==> config.mk <==
export PLATFORM = sky130hd
export DESIGN_NAME = gelato_warp_scheduler_flat
export DESIGN_NICKNAME = d
export VERILOG_FILES = /design/src/rtl/gelato_warp_scheduler_if.sv /design/src/rtl/gelato_warp_scheduler.sv /design/src/flat_wrapper.sv
export SDC_FILE = /design/constraint.sdc
export NUM_CORES = 1
export LEC_CHECK = 0
export ABC_CLOCK_PERIOD_IN_PS = 7000
export CAP_MARGIN = 10
export CORE_AREA = 2 2 135 137
export CTS_BUF_LIST = sky130_fd_sc_hd__clkbuf_4 sky130_fd_sc_hd__clkbuf_8
export CTS_CLUSTER_SIZE = 30
export DETAILED_ROUTE_END_ITERATION = 7
export DIE_AREA = 0 0 137 139
export DONT_BUFFER_PORTS = 1
export PLACE_DENSITY = 0.37
export SKIP_CTS_REPAIR_TIMING = 1
export SYNTH_ARGS = -nofsm -noshare
export SYNTH_HDL_FRONTEND = slang
export SYNTH_SLANG_ARGS = --single-unit
==> constraint.sdc <==
create_clock -name clk -period 7 [get_ports clk]
set_input_delay 2.1 -clock clk [delete_from_list [all_inputs] [get_ports clk]]
set_output_delay 2.1 -clock clk [all_outputs]
set_load 0.01 [all_outputs]
==> src/rtl/gelato_warp_scheduler_if.sv <==
// Handshake bundle between the warp instruction buffers, the issue scheduler and dispatch.
// master = scheduler side, slave = buffers/scoreboard/dispatch side.
`ifndef WARP_NUM
`define WARP_NUM 4
`endif

interface gelato_warp_scheduler_if #(
   parameter int unsigned WARP_NUM = `WARP_NUM,
   parameter int unsigned INST_W   = 64
);
   localparam int unsigned WID_W = (WARP_NUM > 1) ? $clog2(WARP_NUM) : 1;

   logic [WARP_NUM-1:0]        ibuf_valid;
   logic [WARP_NUM*INST_W-1:0] ibuf_inst;
   logic [WARP_NUM-1:0]        ibuf_barrier;
   logic [WARP_NUM-1:0]        ibuf_caught;
   logic [WARP_NUM-1:0]        warp_active;
   logic [WARP_NUM-1:0]        warp_stall;
   logic                       issue_valid;
   logic [WID_W-1:0]           issue_warp;
   logic [INST_W-1:0]          issue_inst;
   logic                       issue_ready;
   logic [WARP_NUM-1:0]        bar_wait;

   modport master (
      input  ibuf_valid, ibuf_inst, ibuf_barrier, warp_active, warp_stall, issue_ready,
      output ibuf_caught, issue_valid, issue_warp, issue_inst, bar_wait
   );

   modport slave (
      output ibuf_valid, ibuf_inst, ibuf_barrier, warp_active, warp_stall, issue_ready,
      input  ibuf_caught, issue_valid, issue_warp, issue_inst, bar_wait
   );
endinterface

==> src/rtl/gelato_warp_scheduler.sv <==
// Round-robin warp issue scheduler with a registered issue slot and warp-wide barrier parking.
`ifndef WARP_NUM
`define WARP_NUM 4
`endif

module gelato_warp_scheduler #(
   parameter int unsigned WARP_NUM = `WARP_NUM,
   parameter int unsigned INST_W   = 64
) (
   input  logic                   clk,
   input  logic                   rst_n,
   input  logic                   rdy,
   gelato_warp_scheduler_if.master bus
);
   localparam int unsigned WID_W = (WARP_NUM > 1) ? $clog2(WARP_NUM) : 1;

   typedef enum logic {WarpRun, WarpWait} warp_st_e;

   warp_st_e st_q [WARP_NUM];
   warp_st_e st_d [WARP_NUM];

   logic                issue_valid_q, issue_valid_d;
   logic [WID_W-1:0]    issue_warp_q, issue_warp_d;
   logic [INST_W-1:0]   issue_inst_q, issue_inst_d;
   logic [WID_W-1:0]    last_q, last_d;

   logic [WARP_NUM-1:0] bar_wait;
   logic [WARP_NUM-1:0] eligible;
   logic [WARP_NUM-1:0] caught;
   logic [WID_W-1:0]    pick;
   logic [WID_W-1:0]    cand;
   logic                found;
   logic                load;
   logic                take_bar;
   logic                bar_release;

   always_comb begin
      bar_wait = '0;
      for (int unsigned i = 0; i < WARP_NUM; i++) begin
         bar_wait[i] = (st_q[i] == WarpWait);
      end
   end

   assign eligible = bus.warp_active & bus.ibuf_valid & ~bus.warp_stall & ~bar_wait;
   assign load     = rdy & (~issue_valid_q | bus.issue_ready);

   // Every live warp parked (inactive ones don't count) releases the whole group.
   assign bar_release = (|bar_wait) & (&(bar_wait | ~bus.warp_active));

   // Search starts one past the last winner and wraps.
   always_comb begin
      pick  = '0;
      cand  = '0;
      found = 1'b0;
      for (int unsigned k = 1; k <= WARP_NUM; k++) begin
         cand = WID_W'((32'(last_q) + k) % WARP_NUM);
         if (!found && eligible[cand]) begin
            found = 1'b1;
            pick  = cand;
         end
      end
   end

   always_comb begin
      issue_valid_d = issue_valid_q;
      issue_warp_d  = issue_warp_q;
      issue_inst_d  = issue_inst_q;
      last_d        = last_q;
      caught        = '0;
      take_bar      = 1'b0;
      if (load) begin
         if (found) begin
            caught[pick] = 1'b1;
            last_d       = pick;
            if (bus.ibuf_barrier[pick]) begin
               // Barriers are consumed here and never reach dispatch.
               take_bar      = 1'b1;
               issue_valid_d = 1'b0;
            end else begin
               issue_valid_d = 1'b1;
               issue_warp_d  = pick;
               issue_inst_d  = bus.ibuf_inst[32'(pick)*INST_W +: INST_W];
            end
         end else begin
            issue_valid_d = 1'b0;
         end
      end
   end

   always_comb begin
      for (int unsigned i = 0; i < WARP_NUM; i++) begin
         st_d[i] = st_q[i];
         if (rdy) begin
            unique case (st_q[i])
               WarpRun: begin
                  if (take_bar && (pick == WID_W'(i))) st_d[i] = WarpWait;
               end
               WarpWait: begin
                  if (bar_release || !bus.warp_active[i]) st_d[i] = WarpRun;
               end
               default: st_d[i] = WarpRun;
            endcase
         end
      end
   end

   always_ff @(posedge clk or negedge rst_n) begin
      if (!rst_n) begin
         issue_valid_q <= 1'b0;
         issue_warp_q  <= '0;
         issue_inst_q  <= '0;
         last_q        <= WID_W'(WARP_NUM - 1);
         for (int unsigned i = 0; i < WARP_NUM; i++) begin
            st_q[i] <= WarpRun;
         end
      end else begin
         issue_valid_q <= issue_valid_d;
         issue_warp_q  <= issue_warp_d;
         issue_inst_q  <= issue_inst_d;
         last_q        <= last_d;
         for (int unsigned i = 0; i < WARP_NUM; i++) begin
            st_q[i] <= st_d[i];
         end
      end
   end

   // No pops may escape while reset is held.
   assign bus.ibuf_caught = caught & {WARP_NUM{rst_n}};
   assign bus.issue_valid = issue_valid_q;
   assign bus.issue_warp  = issue_warp_q;
   assign bus.issue_inst  = issue_inst_q;
   assign bus.bar_wait    = bar_wait;
endmodule

==> src/flat_wrapper.sv <==
// flat-port wrapper written by rule: the top's interface ports become plain ports
module gelato_warp_scheduler_flat 
#(
   parameter int unsigned WARP_NUM = `WARP_NUM,
   parameter int unsigned INST_W   = 64
)
  (clk, rst_n, rdy, bus_ibuf_valid, bus_ibuf_inst, bus_ibuf_barrier, bus_warp_active, bus_warp_stall, bus_issue_ready, bus_ibuf_caught, bus_issue_valid, bus_issue_warp, bus_issue_inst, bus_bar_wait);
  gelato_warp_scheduler_if #(.WARP_NUM(WARP_NUM), .INST_W(INST_W)) bus_i ();
  input  logic clk;
  input  logic rst_n;
  input  logic rdy;
  input wire logic [$bits(bus_i.ibuf_valid)-1:0] bus_ibuf_valid;
  input wire logic [$bits(bus_i.ibuf_inst)-1:0] bus_ibuf_inst;
  input wire logic [$bits(bus_i.ibuf_barrier)-1:0] bus_ibuf_barrier;
  input wire logic [$bits(bus_i.warp_active)-1:0] bus_warp_active;
  input wire logic [$bits(bus_i.warp_stall)-1:0] bus_warp_stall;
  input wire logic [$bits(bus_i.issue_ready)-1:0] bus_issue_ready;
  output wire logic [$bits(bus_i.ibuf_caught)-1:0] bus_ibuf_caught;
  output wire logic [$bits(bus_i.issue_valid)-1:0] bus_issue_valid;
  output wire logic [$bits(bus_i.issue_warp)-1:0] bus_issue_warp;
  output wire logic [$bits(bus_i.issue_inst)-1:0] bus_issue_inst;
  output wire logic [$bits(bus_i.bar_wait)-1:0] bus_bar_wait;
  assign bus_i.ibuf_valid = bus_ibuf_valid;
  assign bus_i.ibuf_inst = bus_ibuf_inst;
  assign bus_i.ibuf_barrier = bus_ibuf_barrier;
  assign bus_i.warp_active = bus_warp_active;
  assign bus_i.warp_stall = bus_warp_stall;
  assign bus_i.issue_ready = bus_issue_ready;
  assign bus_ibuf_caught = bus_i.ibuf_caught;
  assign bus_issue_valid = bus_i.issue_valid;
  assign bus_issue_warp = bus_i.issue_warp;
  assign bus_issue_inst = bus_i.issue_inst;
  assign bus_bar_wait = bus_i.bar_wait;
  gelato_warp_scheduler #(.WARP_NUM(WARP_NUM), .INST_W(INST_W)) u_core (.clk(clk), .rst_n(rst_n), .rdy(rdy), .bus(bus_i));
endmodule
### Word-level counts from Yosys, hierarchy flattened

Index checks and enable logic that the tools add are counted.
W data, S select, Z words.

| storage, ports and cells | value |
|---|---|
| register bits | 73 |
| input port bits | 276 |
| output and inout port bits | 75 |
| word-level logic and storage cells | 102 |

| cells by class | value |
|---|---|
| add/sub/neg operators | 4 |
| order comparisons | 6 |
| equal/unequal tests | 3 |
| shift operators | 1 |
| mux-type cells | 39 |
| bitwise operators | 17 |
| reductions and logical operators | 24 |

Operators by type and width:

| operator | count |
|---|---|
| $shiftx A256 B9 Y64 | 1 |
| $mux W1 | 23 |
| $and A4 B4 Y4 | 4 |
| $lt A2 B3 Y1 const B | 5 |
| $not A4 Y4 | 3 |
| $bmux W1 S2 | 5 |
| $logic_and A1 B1 Y1 | 8 |
| $mux W2 | 4 |
| $mux W4 | 2 |
| $pmux W1 S2 | 4 |
| $logic_not A1 Y1 | 7 |
| $not A1 Y1 | 6 |
| $add A2 B1 Y2 const B | 2 |
| $add A2 B2 Y2 const B | 2 |
| $eq A2 B2 Y1 const B | 2 |
| $logic_or A1 B1 Y1 | 4 |
| $or A4 B4 Y4 | 1 |
| $reduce_and A4 Y1 | 1 |
| $reduce_or A4 Y1 | 1 |
| $reduce_and A3 Y1 | 1 |
| $and A1 B1 Y1 | 2 |
| $demux W1 S2 | 1 |
| $eq A2 B1 Y1 const B | 1 |
| $ge A2 B1 Y1 const B | 1 |
| 3 further kinds | 3 |

### Depth between registers and ports, before layout

| logic depth | value |
|---|---|
| depth after elaboration | 23 |
| mapped depth | 9 |
| depth with buffers taken out | 6 |

### Worst setup path before layout

Ideal clock, no wire load.

| path | value |
|---|---|
| kind | input port to output port |
| from | input bus_warp_stall[2] |
| to | output bus_ibuf_caught[0] |
| arrival time | 3.629 ns |
| required time | 4.900 ns |
| setup slack | 1.271 ns |
| cell stages on the path | 7 |
| buffers on the path | 3 |
| cell sequence | nand4bb_1 > buf_2 > a21oi_1 > o311ai_1 > clkbuf_1 > clkbuf_1 > and3_1 |

| on the way | value |
|---|---|
| cells in the longest elaborated chain, start to end | 22 |
| elaborated cells between the ends (all ways) | 33 |
| classes of those cells | 2 x order compare; 20 x mux; 4 x bitwise; 7 x reduce/logical |

RTL lines:

| element | RTL line | text |
|---|---|---|
| from (decl) | flat_wrapper.sv:16 | `input wire logic [$bits(bus_i.warp_stall)-1:0] bus_warp_stall;` |
| $not A4 Y4 * | gelato_warp_scheduler.sv:44 | `assign eligible = bus.warp_active & bus.ibuf_valid & ~bus.warp_stall & ~bar_wait;` |
| $and A4 B4 Y4 * (2 in series) | gelato_warp_scheduler.sv:44 |  |
| $bmux W1 S2 | gelato_warp_scheduler.sv:57 | `if (!found && eligible[cand]) begin` |
| $mux W1 (not written as such) | gelato_warp_scheduler.sv:57 |  |
| $mux W1 | gelato_warp_scheduler.sv:57 |  |
| $logic_not A1 Y1 | gelato_warp_scheduler.sv:57 |  |
| $logic_and A1 B1 Y1 | gelato_warp_scheduler.sv:57 |  |
| $mux W1 | gelato_warp_scheduler.sv:57 |  |
| [5 not listed] | - |  |
| $mux W2 | gelato_warp_scheduler.sv:57 |  |
| $lt A2 B3 Y1 (not written as such) or $ge A2 B1 Y1 (tied branches) | gelato_warp_scheduler.sv:73 | `caught[pick] = 1'b1;` |
| $logic_and A1 B1 Y1 (not written as such) | gelato_warp_scheduler.sv:73 |  |
| $mux W1 (not written as such) | gelato_warp_scheduler.sv:73 |  |
| $demux W1 S2 | - |  |
| $mux W4 * | gelato_warp_scheduler.sv:72 | `if (found) begin` |
| $mux W4 * | gelato_warp_scheduler.sv:71 | `if (load) begin` |
| $and A4 B4 Y4 * | gelato_warp_scheduler.sv:128 | `assign bus.ibuf_caught = caught & {WARP_NUM{rst_n}};` |
| to (decl) | flat_wrapper.sv:18 | `output wire logic [$bits(bus_i.ibuf_caught)-1:0] bus_ibuf_caught;` |

Mark *: on every way between the ends. The rest lies on a longest branch, timed or not. The select of a mux whose other input is x is not followed.

### Final worst setup path

| path | value |
|---|---|
| from | input bus_warp_stall[2] |
| to | output bus_ibuf_caught[3] |

Same word-level chain as after synthesis.

==> reports/metrics.yaml <==
cap_violations: 0
avgSynthCellArea_sq_um: 10.2
cts_tree: "done"
ir_drop_uv: 111
initial_core_util: 0.257
place.gp.congestion: 0.845
n_fill_cell: 1854
num_vias: 3805
antenna_found_initial: 1
insertion_delay_ns: 0.36
critPathArrivalTime_ns: 3.75
portBuffers: 0
synth_area_leaders: "dfrtp_1 (39%), a22oi_1 (21%), mux2_4 (9.6%), mux2_2 (9.2%), nand2_1 (6.1%)"
cts_sinks: 73
synth_top_area_cell: "dfrtp_1"
p_leak_uw: 0.00215
cts_max_level: 3
worst_pin_slew_ns: 0.757
first_pass_iters: 6
start_kind: "input port"
ys_seq_area_frac: 0.403
gr-total-overflow: 0
ios: 351
cts_buffers: 9
wl_microns: 15200
ys_seq_elements: 73
die_y_microns: 139
fin_nets: 701
syn2layout_area_growth_pct: 10.6
cts-root-buf: "clkbuf_8"
end_kind: "output port"
hpwl_microns: 11200
viasPerCell: 5.77
ys_warn_count: 0
slew_violations: 0
first_global_vias: 3883
synth_edf_count: 0
coreArea_sq_um: 17700
stdcell_count: 659
netlist.area_leader.share: 0.391
fmaxAchievable_mhz: 171
rsz0062_at_grt: "no"
hold_viol: 0
hold_path.class: "flip-flop to flip-flop"
cts.clk_slew.worst_paths_ns: 0.07
setup_viol: 0
drtAntennaViolNets: 0
drc: 0
netlist_area_sq_um: 4540
dp_cells: 642
async_reset_ff_frac: 1.00
worst-setup-path-type: "input port to output port"
drive_gt1_frac: 0.231
area.sequential_sq_um: 1830
layout_min_cycle_time_ns: 5.85
cp_max_fo: 9
grtUsageTotal: 0.152
grt_pass1_wl_microns: 22100
synthesis.nets: 721
fp.dieArea_sq_um: 19000
setup-tns-final_ns: 0
drt_iter0_drc: 330
fp.dieW_microns: 137
syn_inst: 445
post_synth_num_cell_types: 35
wire_per_inst_microns: 23.0
rows: 49
synth_flop_cell: "dfrtp_1"
slew_headroom: 0.495
power_density_nw_per_um2: 352
multiInputGateArea_sq_um: 2540
status: "finished clean"
clk_path_buf_depth: 2
grt_start_max_net_pins: 77
finalCritPeriodShare: 0.836
fin_worst_skew_ns: 0.0150
required_ns: 4.90
## cell families (layout without fill, tap and decap cells)
family	count (synthesis)	in the layout	share of synthesized area
AOI/OAI and AO/OA	162	162	0.267
and+or+nand+nor	95	95	0.0944
DFF	73	73	0.403
muxes	66	66	0.188
buffers and inverters	49	33	0.0487
other	0	1	0
## report_power, final
group | switching [uW] | leakage (uW) | total (uW) | internal (uW)
clock | 170 | 0.000126 | 426 | 256
sequential | 267 | 0.000886 | 889 | 622
combinational | 185 | 0.00114 | 454 | 269
total | 622 | 0.00215 | 1770 | 1150
## synth_stat cells, drive strengths merged, types with 3 or more instances
cell	n
nand3	5
clkbuf	24
o22ai	3
mux2	66
dfrtp	71
inv	10
a21oi	7
nand4bb	4
a32o	3
o21ai	8
a22oi	129
buf	15
nand2	74
nor2	4
a22o	3
a221oi	3
## metrics by stage
step	util	hold slack, ns	worst slack, ns	total power [uW]	area (sq um)
global route	0.285	0.601	1.01	1880	5030
detailed placement	0.269	0.561	1.15	1360	4750
floorplan	-	0.524	1.27	1210	4540
CTS	0.283	0.572	1.14	1800	5000
global placement	0.269	0.563	1.19	1350	4750
finish	0.285	0.574	1.15	1770	5030
## sequential cells by signal, summed over array words and instances (netlist names)
name / count
u_core.bus.issue_inst: 64
u_core.last_q: 2
u_core.bus.issue_warp: 2
u_core.bus.issue_valid: 1
u_core.bus.bar_wait: 4
## final cells by class
type                            count  share of cell area
Multi-Input combinational cell    323               0.506
Tap cell                          229              0.0570
Inverter                           10             0.00747
Sequential cell                    73               0.364
Clock buffer                       11              0.0301
Clock inverter                      4              0.0197
Antenna cell                        1            0.000498
Timing Repair Buffer                8              0.0154
## worst max-delay path, cell delays in order
cell and delay [ns]:
nand4bb_1 0.41, and2_1 0.34, a221oi_1 0.42, nor3b_1 0.47
## placed cells by master (no fill, tap or decap), drive strengths merged
master / instances
a31oi: 1
o22ai: 3
and4bb: 2
nand4bb: 4
a221oi: 3
a32o: 3
nor4bb: 1
mux2: 66
dfstp: 2
and2: 1
buf: 7
a22o: 3
bufinv: 3
a21oi: 7
a211oi: 1
o21ai: 8
nand3: 5
a22oi: 129
o32ai: 1
clkbuf: 12
inv: 11
and3: 2
nor3: 1
o311ai: 1
nor2: 4
diode: 1
nand2: 74
dfrtp: 71
a222oi: 1
nor3b: 1
o21a: 1
## layer usage
layer / global-route usage / share of wire
met4: 0.0738 / 0.029
met2: 0.255 / 0.50
met1: 0.180 / 0.39
met5: 0 / 0
met3: 0.0376 / 0.082
## path summary, 6_finish.rpt
| check | endpoint | slack, ns | depth (start not counted) | start |
|---|---|---|---|---|
| max | bus_ibuf_caught[3] | 1.15 | 4 | bus_warp_stall[2] |
| min | u_core.last_q[0] | 0.57 | 2 | u_core.last_q[0] |
| max reg2reg | u_core.bus.issue_inst[45] | 3.16 | 8 | u_core.bus.bar_wait[2] |
| min reg2reg | u_core.last_q[0] | 0.57 | 2 | u_core.last_q[0] |
| max in group asynchronous | u_core.last_q[0] | 5.37 | 0 | rst_n |
| min in group asynchronous | u_core.bus.issue_inst[50] | 1.43 | 0 | rst_n |
Power figures use the tool's default switching activity.
